$ cat src/rtl/hazard_ctrl_if.sv
// ---------------------------------------------------------------------------
// hazard_ctrl_if
// Purpose : bundles the ID/EX hazard inputs, the start request, the pipeline
//           control outputs and the performance counters of hazard_ctrl.
// Signals : start_i, id_rs_i, id_rt_i, id_branch_i, id_eq_i, id_jump_i,
//           ex_memread_i, ex_rt_i                  (toward the controller)
//           pc_write_o, ifid_write_o, ifid_flush_o, idex_bubble_o,
//           running_o, done_o, cycle_cnt_o, stall_cnt_o, flush_cnt_o
//                                                  (from the controller)
// Modports: slave  - the controller itself
//           master - the pipeline / environment driving it
// ---------------------------------------------------------------------------
interface hazard_ctrl_if #(
  parameter int CNT_W = 16
);
  logic             start_i;
  logic [4:0]       id_rs_i;
  logic [4:0]       id_rt_i;
  logic             id_branch_i;
  logic             id_eq_i;
  logic             id_jump_i;
  logic             ex_memread_i;
  logic [4:0]       ex_rt_i;
  logic             pc_write_o;
  logic             ifid_write_o;
  logic             ifid_flush_o;
  logic             idex_bubble_o;
  logic             running_o;
  logic             done_o;
  logic [CNT_W-1:0] cycle_cnt_o;
  logic [CNT_W-1:0] stall_cnt_o;
  logic [CNT_W-1:0] flush_cnt_o;

  modport slave (
    input  start_i, id_rs_i, id_rt_i, id_branch_i, id_eq_i, id_jump_i,
           ex_memread_i, ex_rt_i,
    output pc_write_o, ifid_write_o, ifid_flush_o, idex_bubble_o,
           running_o, done_o, cycle_cnt_o, stall_cnt_o, flush_cnt_o
  );

  modport master (
    output start_i, id_rs_i, id_rt_i, id_branch_i, id_eq_i, id_jump_i,
           ex_memread_i, ex_rt_i,
    input  pc_write_o, ifid_write_o, ifid_flush_o, idex_bubble_o,
           running_o, done_o, cycle_cnt_o, stall_cnt_o, flush_cnt_o
  );
endinterface

$ cat src/rtl/hazard_ctrl.sv
// ---------------------------------------------------------------------------
// hazard_ctrl
// Purpose : sequencing controller for the 5-stage pipeline. Owns run/halt,
//           load-use stalls, branch/jump IF/ID flushes and the cycle, stall
//           and flush performance counters.
// Ports   : clk_i   - clock, rising edge
//           rst_i   - synchronous active-high reset
//           hz_bus  - hazard_ctrl_if.slave (hazard inputs, pipeline control
//                     outputs, counters)
// Params  : STALL_CYCLES (1..7) stall cycles per load-use hazard
//           MAX_CYCLES   RUN+STALL cycles before auto-halt, 0 = never
//           CNT_W        counter width (1..32), must match the interface
// ---------------------------------------------------------------------------
module hazard_ctrl #(
  parameter int STALL_CYCLES = 1,
  parameter int MAX_CYCLES   = 30,
  parameter int CNT_W        = 16
) (
  input  logic          clk_i,
  input  logic          rst_i,
  hazard_ctrl_if.slave  hz_bus
);

  typedef enum logic [1:0] {
    S_IDLE  = 2'd0,
    S_RUN   = 2'd1,
    S_STALL = 2'd2,
    S_DONE  = 2'd3
  } state_t;

  state_t           r_state;
  state_t           w_state_nxt;
  logic [2:0]       r_timer;
  logic [2:0]       w_timer_nxt;
  logic [CNT_W-1:0] r_cycle_cnt;
  logic [CNT_W-1:0] r_stall_cnt;
  logic [CNT_W-1:0] r_flush_cnt;
  logic [CNT_W-1:0] w_cycle_sat;
  logic [31:0]      w_cycle_ext;

  logic w_hz;
  logic w_pc_write;
  logic w_ifid_write;
  logic w_ifid_flush;
  logic w_idex_bubble;
  logic w_cyc_inc;
  logic w_stall_inc;
  logic w_flush_inc;

  // Counters stick at all-ones instead of wrapping.
  function automatic logic [CNT_W-1:0] sat_inc(input logic [CNT_W-1:0] v);
    return (&v) ? v : v + CNT_W'(1);
  endfunction

  // Load-use hazard: lw in EX writes a non-zero register read by ID.
  assign w_hz = hz_bus.ex_memread_i &
                (hz_bus.ex_rt_i != 5'd0) &
                ((hz_bus.ex_rt_i == hz_bus.id_rs_i) |
                 (hz_bus.ex_rt_i == hz_bus.id_rt_i));

  // Cycle count after this cycle's increment, used for the auto-halt test.
  assign w_cycle_sat = sat_inc(r_cycle_cnt);
  assign w_cycle_ext = 32'(w_cycle_sat);

  // Next-state, stall timer and pipeline control decode.
  always_comb begin
    w_state_nxt   = r_state;
    w_timer_nxt   = r_timer;
    w_pc_write    = 1'b0;
    w_ifid_write  = 1'b0;
    w_ifid_flush  = 1'b0;
    w_idex_bubble = 1'b1;
    w_cyc_inc     = 1'b0;
    w_stall_inc   = 1'b0;
    w_flush_inc   = 1'b0;

    case (r_state)
      S_IDLE: begin
        if (hz_bus.start_i) begin
          w_state_nxt = S_RUN;
        end else begin
          w_state_nxt = S_IDLE;
        end
      end
      S_RUN: begin
        w_cyc_inc = 1'b1;
        if (w_hz) begin
          // Stall wins over any branch/jump sitting in ID; the flush is
          // taken later once the hazard has cleared.
          w_stall_inc = 1'b1;
          if (STALL_CYCLES > 1) begin
            w_state_nxt = S_STALL;
            w_timer_nxt = 3'(STALL_CYCLES - 1);
          end else begin
            w_state_nxt = S_RUN;
          end
        end else begin
          w_pc_write    = 1'b1;
          w_ifid_write  = 1'b1;
          w_idex_bubble = 1'b0;
          w_ifid_flush  = (hz_bus.id_branch_i & hz_bus.id_eq_i) | hz_bus.id_jump_i;
          w_flush_inc   = w_ifid_flush;
        end
      end
      S_STALL: begin
        // Frozen exactly like a RUN stall cycle; new hazards are not looked at.
        w_cyc_inc   = 1'b1;
        w_stall_inc = 1'b1;
        w_timer_nxt = r_timer - 3'd1;
        if (r_timer == 3'd1) begin
          w_state_nxt = S_RUN;
        end else begin
          w_state_nxt = S_STALL;
        end
      end
      S_DONE: begin
        w_state_nxt = S_DONE;
      end
      default: begin
        w_state_nxt = S_IDLE;
        w_timer_nxt = 3'd0;
      end
    endcase

    // Auto-halt takes priority over whatever RUN/STALL decided.
    if ((MAX_CYCLES != 0) && w_cyc_inc && (w_cycle_ext == 32'(MAX_CYCLES))) begin
      w_state_nxt = S_DONE;
    end else begin
      w_state_nxt = w_state_nxt;
    end
  end

  // State, stall timer and performance counter registers.
  always_ff @(posedge clk_i) begin
    if (rst_i) begin
      r_state     <= S_IDLE;
      r_timer     <= 3'd0;
      r_cycle_cnt <= '0;
      r_stall_cnt <= '0;
      r_flush_cnt <= '0;
    end else begin
      r_state <= w_state_nxt;
      r_timer <= w_timer_nxt;
      if (w_cyc_inc) begin
        r_cycle_cnt <= w_cycle_sat;
      end
      if (w_stall_inc) begin
        r_stall_cnt <= sat_inc(r_stall_cnt);
      end
      if (w_flush_inc) begin
        r_flush_cnt <= sat_inc(r_flush_cnt);
      end
    end
  end

  assign hz_bus.pc_write_o    = w_pc_write;
  assign hz_bus.ifid_write_o  = w_ifid_write;
  assign hz_bus.ifid_flush_o  = w_ifid_flush;
  assign hz_bus.idex_bubble_o = w_idex_bubble;
  assign hz_bus.running_o     = (r_state == S_RUN) || (r_state == S_STALL);
  assign hz_bus.done_o        = (r_state == S_DONE);
  assign hz_bus.cycle_cnt_o   = r_cycle_cnt;
  assign hz_bus.stall_cnt_o   = r_stall_cnt;
  assign hz_bus.flush_cnt_o   = r_flush_cnt;

endmodule

$ cat src/flat_wrapper.sv
// flat-port wrapper written by rule: the top's interface ports become plain ports
module hazard_ctrl_flat 
#(
  parameter int STALL_CYCLES = 1,
  parameter int MAX_CYCLES   = 30,
  parameter int CNT_W        = 16
)
  (clk_i, rst_i, hz_bus_start_i, hz_bus_id_rs_i, hz_bus_id_rt_i, hz_bus_id_branch_i, hz_bus_id_eq_i, hz_bus_id_jump_i, hz_bus_ex_memread_i, hz_bus_ex_rt_i, hz_bus_pc_write_o, hz_bus_ifid_write_o, hz_bus_ifid_flush_o, hz_bus_idex_bubble_o, hz_bus_running_o, hz_bus_done_o, hz_bus_cycle_cnt_o, hz_bus_stall_cnt_o, hz_bus_flush_cnt_o);
  hazard_ctrl_if #(.CNT_W(CNT_W)) hz_bus_i ();
  input  logic clk_i;
  input  logic rst_i;
  input wire logic [$bits(hz_bus_i.start_i)-1:0] hz_bus_start_i;
  input wire logic [$bits(hz_bus_i.id_rs_i)-1:0] hz_bus_id_rs_i;
  input wire logic [$bits(hz_bus_i.id_rt_i)-1:0] hz_bus_id_rt_i;
  input wire logic [$bits(hz_bus_i.id_branch_i)-1:0] hz_bus_id_branch_i;
  input wire logic [$bits(hz_bus_i.id_eq_i)-1:0] hz_bus_id_eq_i;
  input wire logic [$bits(hz_bus_i.id_jump_i)-1:0] hz_bus_id_jump_i;
  input wire logic [$bits(hz_bus_i.ex_memread_i)-1:0] hz_bus_ex_memread_i;
  input wire logic [$bits(hz_bus_i.ex_rt_i)-1:0] hz_bus_ex_rt_i;
  output wire logic [$bits(hz_bus_i.pc_write_o)-1:0] hz_bus_pc_write_o;
  output wire logic [$bits(hz_bus_i.ifid_write_o)-1:0] hz_bus_ifid_write_o;
  output wire logic [$bits(hz_bus_i.ifid_flush_o)-1:0] hz_bus_ifid_flush_o;
  output wire logic [$bits(hz_bus_i.idex_bubble_o)-1:0] hz_bus_idex_bubble_o;
  output wire logic [$bits(hz_bus_i.running_o)-1:0] hz_bus_running_o;
  output wire logic [$bits(hz_bus_i.done_o)-1:0] hz_bus_done_o;
  output wire logic [$bits(hz_bus_i.cycle_cnt_o)-1:0] hz_bus_cycle_cnt_o;
  output wire logic [$bits(hz_bus_i.stall_cnt_o)-1:0] hz_bus_stall_cnt_o;
  output wire logic [$bits(hz_bus_i.flush_cnt_o)-1:0] hz_bus_flush_cnt_o;
  assign hz_bus_i.start_i = hz_bus_start_i;
  assign hz_bus_i.id_rs_i = hz_bus_id_rs_i;
  assign hz_bus_i.id_rt_i = hz_bus_id_rt_i;
  assign hz_bus_i.id_branch_i = hz_bus_id_branch_i;
  assign hz_bus_i.id_eq_i = hz_bus_id_eq_i;
  assign hz_bus_i.id_jump_i = hz_bus_id_jump_i;
  assign hz_bus_i.ex_memread_i = hz_bus_ex_memread_i;
  assign hz_bus_i.ex_rt_i = hz_bus_ex_rt_i;
  assign hz_bus_pc_write_o = hz_bus_i.pc_write_o;
  assign hz_bus_ifid_write_o = hz_bus_i.ifid_write_o;
  assign hz_bus_ifid_flush_o = hz_bus_i.ifid_flush_o;
  assign hz_bus_idex_bubble_o = hz_bus_i.idex_bubble_o;
  assign hz_bus_running_o = hz_bus_i.running_o;
  assign hz_bus_done_o = hz_bus_i.done_o;
  assign hz_bus_cycle_cnt_o = hz_bus_i.cycle_cnt_o;
  assign hz_bus_stall_cnt_o = hz_bus_i.stall_cnt_o;
  assign hz_bus_flush_cnt_o = hz_bus_i.flush_cnt_o;
  hazard_ctrl #(.STALL_CYCLES(STALL_CYCLES), .MAX_CYCLES(MAX_CYCLES), .CNT_W(CNT_W)) u_core (.clk_i(clk_i), .rst_i(rst_i), .hz_bus(hz_bus_i));
endmodule
$ cat config.mk
export PLATFORM = sky130hd
export DESIGN_NAME = hazard_ctrl_flat
export DESIGN_NICKNAME = d
export VERILOG_FILES = /design/src/rtl/hazard_ctrl_if.sv /design/src/rtl/hazard_ctrl.sv /design/src/flat_wrapper.sv
export SDC_FILE = /design/constraint.sdc
export NUM_CORES = 1
export LEC_CHECK = 0
export CAP_MARGIN = 20
export CORE_MARGIN = 3
export CORE_UTILIZATION = 45
export DETAILED_ROUTE_END_ITERATION = 16
export HOLD_SLACK_MARGIN = 0.1
export PLACE_DENSITY = 0.77
export SLEW_MARGIN = 40
export SYNTH_ARGS = -nofsm -noshare
export SYNTH_HDL_FRONTEND = slang
export SYNTH_SLANG_ARGS = --single-unit
$ cat constraint.sdc
create_clock -name clk_i -period 4.6 [get_ports clk_i]
set_input_delay 1.38 -clock clk_i [delete_from_list [all_inputs] [get_ports clk_i]]
set_output_delay 1.38 -clock clk_i [all_outputs]
set_load 0.01 [all_outputs]
# After elaboration in Yosys (flattened, before gate mapping)
# Cells that the tools add are included.
[totals] regBits=53 out_inout_bits=54 elab_cells=48
[op_classes] n_addsub=4 n_eq_ne=8 muxes=14 bitwise_logic=7 reduce_logical=10
[op_table] op="16-bit by 1-bit adder with 16-bit output, second input constant" n=3
[op_table] op="16-bit AND reduction" n=3
[op_table] op="16-bit by 5-bit == test with 1-bit output, second input constant" n=1
[op_table] op="16-bit 2-to-1 mux" n=1
[op_table] op="5-bit == test" n=2
[op_table] op="1-bit 2-to-1 mux" n=8
[op_table] op="2-bit case mux with 4 select lines" n=1
[op_table] op="2-bit 2-to-1 mux" n=3
[op_table] op="5-bit nonzero test" n=1
[op_table] op="2-bit == test, second input constant" n=2
[op_table] op="2-bit AND reduction" n=2
[op_table] op="1-bit bitwise AND" n=3
[op_table] op="3-bit by 1-bit == test with 1-bit output, second input constant" n=1
[op_table] op="3-bit by 1-bit inequality test with 1-bit output, second input constant" n=1
[op_table] op="3-bit by 1-bit subtractor with 3-bit output, second input constant" n=1
[op_table] op="2-bit by 1-bit == test with 1-bit output, second input constant" n=1
[op_table] op="2-bit zero test" n=1
[op_table] op="1-bit NOT" n=2
[op_table] op="1-bit OR" n=2
[op_table] op="1-bit case mux with 2 select lines" n=1
[op_table] op="2-bit OR reduction" n=1
[op_table] op="1-bit logical AND" n=1
[op_table] op="1-bit logical OR" n=1

# Logic depth before layout (Yosys ltp)
# Gate-level depths: netlist of the first run.
[depth] depth_word=6 depth_mapped=10 depth_no_buf=8

# Worst setup path after synthesis of the first run
# OpenSTA, ideal clock, no wires.
[synth_path] kind="input to output" from="input hz_bus_ex_rt_i[4]" to="output hz_bus_pc_write_o" t_arrival_ps=2708 required_time_ps=3220 setup_slack_ps=512 path_stages=8 n_path_buf=3 path_cell_list="xnor2_1 -> nand3_1 -> o22ai_2 -> a31o_2 -> buf_2 -> buf_2 -> inv_1 -> buf_4"
[synth_via] elab_chain_len=5 word_cells_on_any_way=8 cone_classes="eq/ne (2); mux (2); bitwise (3); reduce/logical (1)"
[synth_lines] element="start: declaration" line_no="flat_wrapper.sv:19" rtl="input wire logic [$bits(hz_bus_i.ex_rt_i)-1:0] hz_bus_ex_rt_i;"
[synth_lines] element="5-bit == test, or another cell as far along" line_no="hazard_ctrl.sv:58" rtl="((hz_bus.ex_rt_i == hz_bus.id_rs_i) |"
[synth_lines] element="1-bit OR or 1-bit bitwise AND (tied branches)" line_no="hazard_ctrl.sv:58, hazard_ctrl.sv:56"
[synth_lines] element="1-bit bitwise AND *" line_no="hazard_ctrl.sv:57" rtl="(hz_bus.ex_rt_i != 5'd0) &"
[synth_lines] element="1-bit 2-to-1 mux * (2 in a row)"
[synth_lines] element="end: declaration" line_no="flat_wrapper.sv:20" rtl="output wire logic [$bits(hz_bus_i.pc_write_o)-1:0] hz_bus_pc_write_o;"
# Mark *: on every way between the ends. The rest lies on a longest branch, timed or not.

# Final worst setup path of the first run
[layout_path] from="input hz_bus_ex_rt_i[3]" to="output hz_bus_ifid_flush_o"
[layout_via] elab_chain_len=5 word_cells_on_any_way=8 cone_classes="eq/ne (2); mux (2); bitwise (3); reduce/logical (1)"
[layout_lines] element="5-bit == test, or another cell as far along" line_no="hazard_ctrl.sv:58"
[layout_lines] element="1-bit OR or 1-bit bitwise AND (tied branches)" line_no="hazard_ctrl.sv:58, hazard_ctrl.sv:56"
[layout_lines] element="1-bit bitwise AND *" line_no="hazard_ctrl.sv:57"
[layout_lines] element="1-bit 2-to-1 mux *" line_no="hazard_ctrl.sv:87" rtl="if (w_hz) begin"
[layout_lines] element="1-bit 2-to-1 mux *" line_no="hazard_ctrl.sv:77" rtl="case (r_state)"
[layout_lines] element="end: declaration" line_no="flat_wrapper.sv:22" rtl="output wire logic [$bits(hz_bus_i.ifid_flush_o)-1:0] hz_bus_ifid_flush_o;"
# Marks and branches as above.

==> results_dict.tcl, run 1 <==
set metrics [dict create \
    run_status "complete, no violations" \
    worst_ir_drop_vdd_uv 115 \
    setup_repair_after_global_routing_missed_its_margin "false" \
    timing.final.ws_setup_ns 0.167 \
    sum_of_internal_switching_and_leakage_power_mw 0.834 \
    final_cells 526 \
    worstMarginPinSlew_ns 0.622 \
    arrival_ns 3.05 \
    final_net_count 480 \
    max-clock-path-buffers 2 \
    die-area_um2 7890 \
    power_density_nw_per_um2 209 \
    vias_in_the_first_global_route 2823 \
    hold_viol 0 \
    hold_class "reg2reg" \
    num_vias 3079 \
    place_hpwl_um 5540 \
    ys.flop_type "dfxtp_1" \
    ctsHtreeMaxLevel 2 \
    die_h_um 88.8 \
    maxCapViolCount 0 \
    grt_overflow_total 0 \
    gpl.final_weighted_congestion 0.834 \
    timing.critical_path.buf_inv 4 \
    report.final.setup_viol 0 \
    antenna_cells 0 \
    synth_cells 378 \
    yosysTopAreaCellShare_pct 34.4 \
    floorplan.initialDensity_pct 47.5 \
    placed_cells 517 \
    cellLeakagePower_nw 1.41 \
    grt.total_usage_pct 19.8 \
    initialDrtViolationCount 140 \
    post_synthesis_share_of_cell_area_spent_on_full_adders_half_adders_and_majority_gates_pct 3.65 \
    critPathMostFrequentCell "buf_4" \
    rows 29 \
    post_route_cells_drive_above_1_share_pct 8.69 \
    cts_inserted_buffers 5 \
    fp.dieW_um 88.8 \
    min_period_ns 4.43 \
    cp_max_fo 4 \
    worst_skew_pair.late_latency_ns 0.31 \
    timing.setup.critical_path_class "in2out" \
    antenna_found_initial 0 \
    maxSlewViolCount 0 \
    clock-sinks 53 \
    routedWlPerCell_um 14.5 \
    flow.area_growth_from_synthesis_pct 29.3 \
    grt_start_max_net_pins 38 \
    clk_pin_slew_ns 0.09 \
    post-synth-top-area-cell "dfxtp_1" \
    tritoncts "done" \
    floorplan.io_pins 76 \
    critical_path.slowest_cell "clkdlybuf4s50_1" \
    reg2reg_depth 7 \
    yosys.area_share.xor_xnor_pct 7.37 \
    critPathLaunchType "input port" \
    skew_ns 0.00842 \
    post_synth_and_or_nand_nor_area_fraction_pct 30.4 \
    vias_per_cell 5.85 \
    synth_enable_flop_cells 0 \
    setup.worst_path.end_class "primary output" \
    maxSlewHeadroom_pct 58.5 \
    global_route_wire_length_before_repair_um 12600 \
    synth_area_leaders "dfxtp_1 (34%), a21oi_1 (5.2%), xnor2_1 (4.8%)" \
    syn-mean-instance-area_um2 8.17 \
    whs_path_depth 2 \
    synth_compound_area_share_pct 16.6 \
    clk_root_buffer_cell "clkbuf_8" \
    placeableCoreArea_um2 6490 \
    final_antenna_net_count 0 \
    filler_cell_count 598 \
    cpLargestDelayFamily "buffers and inverters" \
    placement.setup.worst_slack_ns -0.141 \
    detail_route.first_pass.iterations 5 \
    register_area_share_after_synthesis_pct 34.4 \
    syn_nets 409 \
    most_frequently_used_cell_type_in_the_post_synthesis_netlist "dfxtp_1" \
    slowest_cell_delay_on_critical_path_ns 0.45 \
    asyncSetResetFlopFracSynth_pct 0 \
    muxShareOfSynthArea_pct 2.76 \
    crit_path_cell_trace "clkdlybuf4s50_1, buf_4, xnor2_1, nand2_1, o22ai_2, a31o_4, buf_4, nor2_1, dlygate4sd2_1" \
    synthTopCellsByCount "dfxtp_1 (53), a21oi_1 (32), nor2_1 (30)" \
    worst-path-stages 9 \
    ys.warnings.count 0 \
    yosys.cell_types.count 54 \
    synth_seq_cells 53 \
    worstPathRequired_ns 3.22 \
    fmax_ghz 0.226 \
    drcViolationCount 0 \
    period_share_pct 96.4 \
    portBuffers 75 \
    synth_top_family_by_area "simple AND/OR/NAND/NOR gates" \
    wl_um 7640 \
    netlist_area_um2 3090 \
]
## timing repair
item | CTS | global route
gates resized for setup | 4 | 3
hold endpoints to repair | 0 | 0
setup endpoints to repair | 4 | 3
pin swaps | 2 | 2
setup buffers | 1 | 1
hold buffers | 0 | 0
## registers in the layout, summed over array words and instances, names as in the netlist
name                       count
u_core.hz_bus.cycle_cnt_o     16
u_core.hz_bus.flush_cnt_o     16
u_core.hz_bus.stall_cnt_o     16
u_core.r_state                 2
u_core.r_timer                 3
## logic make-up after synthesis
family	count (synthesis)
xor gates and xnor gates	26
adders and majority gates	9
AOI/OAI and AO/OA	82
and+or+nand+nor	169
DFF	53
buffers and inverters	31
muxes	8
## routing by layer
layer / vias to the layer above / part of all wire [%] / global-route usage, %
met3: 10 / 4.9 / 4.38
met1: 1451 / 46 / 25.6
met2: 95 / 48 / 32.9
met5: - / 0 / 0
li1: 1523 / - / -
met4: 0 / 1.5 / 6.32
## where the power goes
group	switching [mW]	total, mW	internal, mW
logic	0.0516	0.103	0.0512
registers	0.00545	0.467	0.462
clock network	0.144	0.264	0.120
total	0.201	0.834	0.633
## area by class of cell
class | instances | area, um^2 | share of cell area, %
multi-input cells | 294 | 1890 | 47.4
flip-flops and latches | 53 | 1060 | 26.6
repair buffers | 83 | 811 | 20.3
well taps | 77 | 96.3 | 2.41
clock buffers | 7 | 86.3 | 2.16
inverters | 12 | 45.0 | 1.13
## worst paths after layout
kind                                        end  slack, ns         startpoint
setup / recovery            hz_bus_ifid_flush_o       0.17  hz_bus_ex_rt_i[3]
hold / removal                u_core.r_timer[1]       0.49  u_core.r_timer[1]
setup reg to reg  u_core.hz_bus.stall_cnt_o[15]       2.03  u_core.r_state[0]
hold reg to reg               u_core.r_timer[1]       0.49  u_core.r_timer[1]
## cell usage in the layout (no fill, tap or decap), types with 4 or more instances in the layout
| cell type | count |
|---|---|
| xor2_1 | 9 |
| xnor2_1 | 17 |
| inv_1 | 12 |
| clkbuf_8 | 6 |
| nor3_1 | 9 |
| o21ai_1 | 8 |
| nor2b_1 | 4 |
| mux2_2 | 4 |
| nand3_1 | 21 |
| dfxtp_1 | 53 |
| o21ai_0 | 19 |
| ha_1 | 9 |
| clkdlybuf4s50_1 | 69 |
| and3_1 | 12 |
| nor2_1 | 30 |
| or3_1 | 19 |
| a21oi_1 | 32 |
| or3_2 | 7 |
| nand4_1 | 16 |
| buf_4 | 8 |
| mux2i_1 | 4 |
| nand2_1 | 28 |
## through the flow
step,instance area (um^2),hold slack (ns),util [%],TNS (ns)
after floorplan,3090,0.456,-,0
after global placement,3870,0.466,59.6,-0.281
after detailed placement,3870,0.475,59.6,-0.374
after CTS,3980,0.488,61.2,0
after global routing,3990,0.504,61.5,0
final,3990,0.488,61.5,0
## worst reg2reg max path: stages, from the launching register on
cell and delay [ns]:
dfxtp_1 0.39, inv_1 0.09, ha_1 0.53, inv_1 0.20
nor4_2 0.40, a22oi_4 0.24, or4_1 0.53, a21oi_1 0.14
No activity file was read; power rests on OpenSTA's default activity.
==> inputs of run 2 (changes only) <==
--- a/config.mk
+++ b/config.mk
@@ -5,12 +5,13 @@
 export SDC_FILE = /design/constraint.sdc
 export NUM_CORES = 1
 export LEC_CHECK = 0
+export ABC_AREA = 1
 export CAP_MARGIN = 20
-export CORE_MARGIN = 3
+export CORE_MARGIN = 4
 export CORE_UTILIZATION = 45
 export DETAILED_ROUTE_END_ITERATION = 16
 export HOLD_SLACK_MARGIN = 0.1
-export PLACE_DENSITY = 0.77
+export PLACE_DENSITY = 0.75
 export SLEW_MARGIN = 40
 export SYNTH_ARGS = -nofsm -noshare
 export SYNTH_HDL_FRONTEND = slang
==> run 2 against run 1 <==
Largest power group is now combinational logic. Clock skew is essentially flat. Sequential cell count did not move. Combinational power rose to 8.2 times the previous value. Clock power rose by 9.8%. Total power up 120%. Highest routed layer unchanged. Synthesized area is 15% higher. Sequential power increased by 47%. Utilization down 2.9 points. Largest cell class unchanged. Critical endpoint unchanged.
==> results_dict.tcl, run 2 <==
set metrics [dict create \
    run_status "complete, no violations" \
    routedWlPerCell_um 12.6 \
    ys.warnings.count 0 \
    post-synth-top-area-cell "dfxtp_1" \
    grt.total_usage_pct 18.2 \
    skew_ns 0.00882 \
    antenna_found_initial 0 \
    max-clock-path-buffers 2 \
    synth_area_leaders "dfxtp_1 (30%), nand2_1 (12%), nand3_1 (9.2%)" \
    clk_pin_slew_ns 0.10 \
    post-route-cell-area_um2 4500 \
    power_density_nw_per_um2 404 \
    synth_cells 524 \
    worstPathRequired_ns 3.22 \
    tritoncts "done" \
    worst_ir_drop_vdd_uv 194 \
    setup_repair_after_global_routing_missed_its_margin "false" \
    mostFrequentLayoutCell "nand2_1" \
    asyncSetResetFlopFracSynth_pct 0 \
    syn_nets 555 \
    hold_viol 0 \
    wl_um 8800 \
    vias_in_the_first_global_route 3276 \
    maxSlewViolCount 0 \
    filler_cell_count 783 \
    placeableCoreArea_um2 7690 \
    floorplan.io_pins 76 \
    die-area_um2 9380 \
    cp_max_fo 4 \
    setup_tns_ns 0 \
    vias_per_cell 5.18 \
    sum_of_internal_switching_and_leakage_power_mw 1.82 \
    synth_enable_flop_cells 0 \
    place_hpwl_um 6680 \
    worstMarginPinSlew_ns 0.792 \
    min_period_ns 4.16 \
    portBuffers 75 \
    flow.area_growth_from_synthesis_pct 26.7 \
    fp.dieW_um 96.8 \
    leading_cell_types_in_the_layout_fill_and_taps_excluded "nand2_1 (110), clkdlybuf4s50_1 (70), nand3_1 (65)" \
    worst_skew_pair.late_latency_ns 0.31 \
    setup.worst_path.end_class "primary output" \
    detail_route.first_pass.iterations 5 \
    initialDrtViolationCount 220 \
    ctsHtreeMaxLevel 2 \
    cellLeakagePower_nw 1.71 \
    cts_inserted_buffers 5 \
    rows 32 \
    syn-mean-instance-area_um2 6.78 \
    antenna_cells 0 \
    register_area_share_after_synthesis_pct 29.9 \
    maxCapViolCount 0 \
    critPathLaunchType "input port" \
    fmax_ghz 0.240 \
    grt_start_max_net_pins 40 \
    die_h_um 96.8 \
    postPlaceCellArea_um2 4380 \
    report.final.setup_viol 0 \
    worst_hold_slack_ns 0.504 \
    yosysTopAreaCellShare_pct 29.9 \
    ys.flop_type "dfxtp_1" \
    clk_root_buffer_cell "clkbuf_8" \
    arrival_ns 2.78 \
    grt_overflow_total 0 \
    placed_cells 691 \
    drcViolationCount 0 \
    global_route_wire_length_before_repair_um 14900 \
    gpl.final_weighted_congestion 0.913 \
    final_antenna_net_count 0 \
    hold_class "reg2reg" \
    cts_post_setup_buffers_inserted 0 \
    netlist_area_um2 3550 \
    post_route_cells_drive_above_1_share_pct 8.88 \
    final_net_count 627 \
    floorplan.initialDensity_pct 46.2 \
    final_cells 699 \
    timing.setup.critical_path_class "in2out" \
    synth_seq_cells 53 \
    num_vias 3619 \
    maxSlewHeadroom_pct 47.2 \
    synthTopCellsByCount "nand2_1 (110), nand3_1 (65), nor2_1 (61)" \
    most_frequently_used_cell_type_in_the_post_synthesis_netlist "nand2_1" \
    clock-sinks 53 \
    period_share_pct 90.4 \
    yosys.cell_types.count 34 \
]
run 2: cell types whose count changed in the layout (fill, tap and decap cells not counted), sizes merged, moves of 11 or more:
cell | previous run | this run
a21oi | 33 | 45
and3 | 12 | 0
inv | 12 | 53
nand2 | 28 | 126
nand3 | 21 | 65
nor2 | 30 | 68
o21ai | 27 | 16
or3 | 26 | 0
xor2 | 9 | 25
run 2: logic make-up after synthesis:
family / count (synthesis) / share of synthesized area (%)
flops: 53 / 29.9
simple gates: 285 / 37.7
compound gates: 72 / 12.1
buf+inv: 69 / 8.28
xor+xnor: 36 / 8.88
fa+ha+maj: 9 / 3.17
run 2: cell type report:
type	instances	area, um^2	area share [%]
flip-flops and latches	53	1060	23.6
clock buffers	7	96.3	2.14
well taps	102	128	2.84
multi-input cells	402	2200	48.9
clock inverters	1	8.76	0.195
inverters	54	204	4.53
repair buffers	80	801	17.8
run 2: final timing paths:
| kind | from | to | slack [ns] | cells past startpoint |
|---|---|---|---|---|
| max | hz_bus_ex_rt_i[3] | hz_bus_ifid_flush_o | 0.44 | 11 |
| min | u_core.hz_bus.stall_cnt_o[7] | u_core.hz_bus.stall_cnt_o[7] | 0.50 | 2 |
| max reg2reg | u_core.r_state[1] | u_core.hz_bus.stall_cnt_o[10] | 2.14 | 8 |
| min reg2reg | u_core.hz_bus.stall_cnt_o[7] | u_core.hz_bus.stall_cnt_o[7] | 0.50 | 2 |
run 2: worst max-delay path: stages:
cell and delay, ns:
clkdlybuf4s50_1 0.51, inv_1 0.08, nand2_1 0.06, nand2_1 0.05, nor2_1 0.11, nand3_1 0.08
nand2_1 0.10, nand2_2 0.09, nand2_4 0.10, nor2_4 0.04, dlymetal6s2s_1 0.18
run 2: report_power, final:
part           switching (mW)  internal [mW]
Clock                   0.151          0.139
Sequential              0.138          0.550
Combinational           0.478          0.364
run 2: per-stage QoR:
stage | setup slack, ns | util [%]
floorplan | 0.953 | -
global placement | 0.0825 | 56.9
detailed placement | 0.0402 | 56.9
CTS | 0.0235 | 58.3
global route | 0.285 | 58.5
finish | 0.441 | 58.5
run 2: metal layers:
layer | vias up | share of wire, % | global-route usage [%] | wire [um]
li1 | 1863 | - | - | -
met1 | 1659 | 47 | 24.4 | 4100
met2 | 92 | 48 | 31.0 | 4260
met3 | 5 | 4.4 | 3.03 | 386
met4 | 0 | 0.50 | 3.24 | 44
met5 | - | 0 | 0 | 0
run 2: timing repair:
action / CTS / global route
endpoints found under the setup margin: 0 / 4
hold buffers: 0 / 0
gates resized for setup: 0 / 6
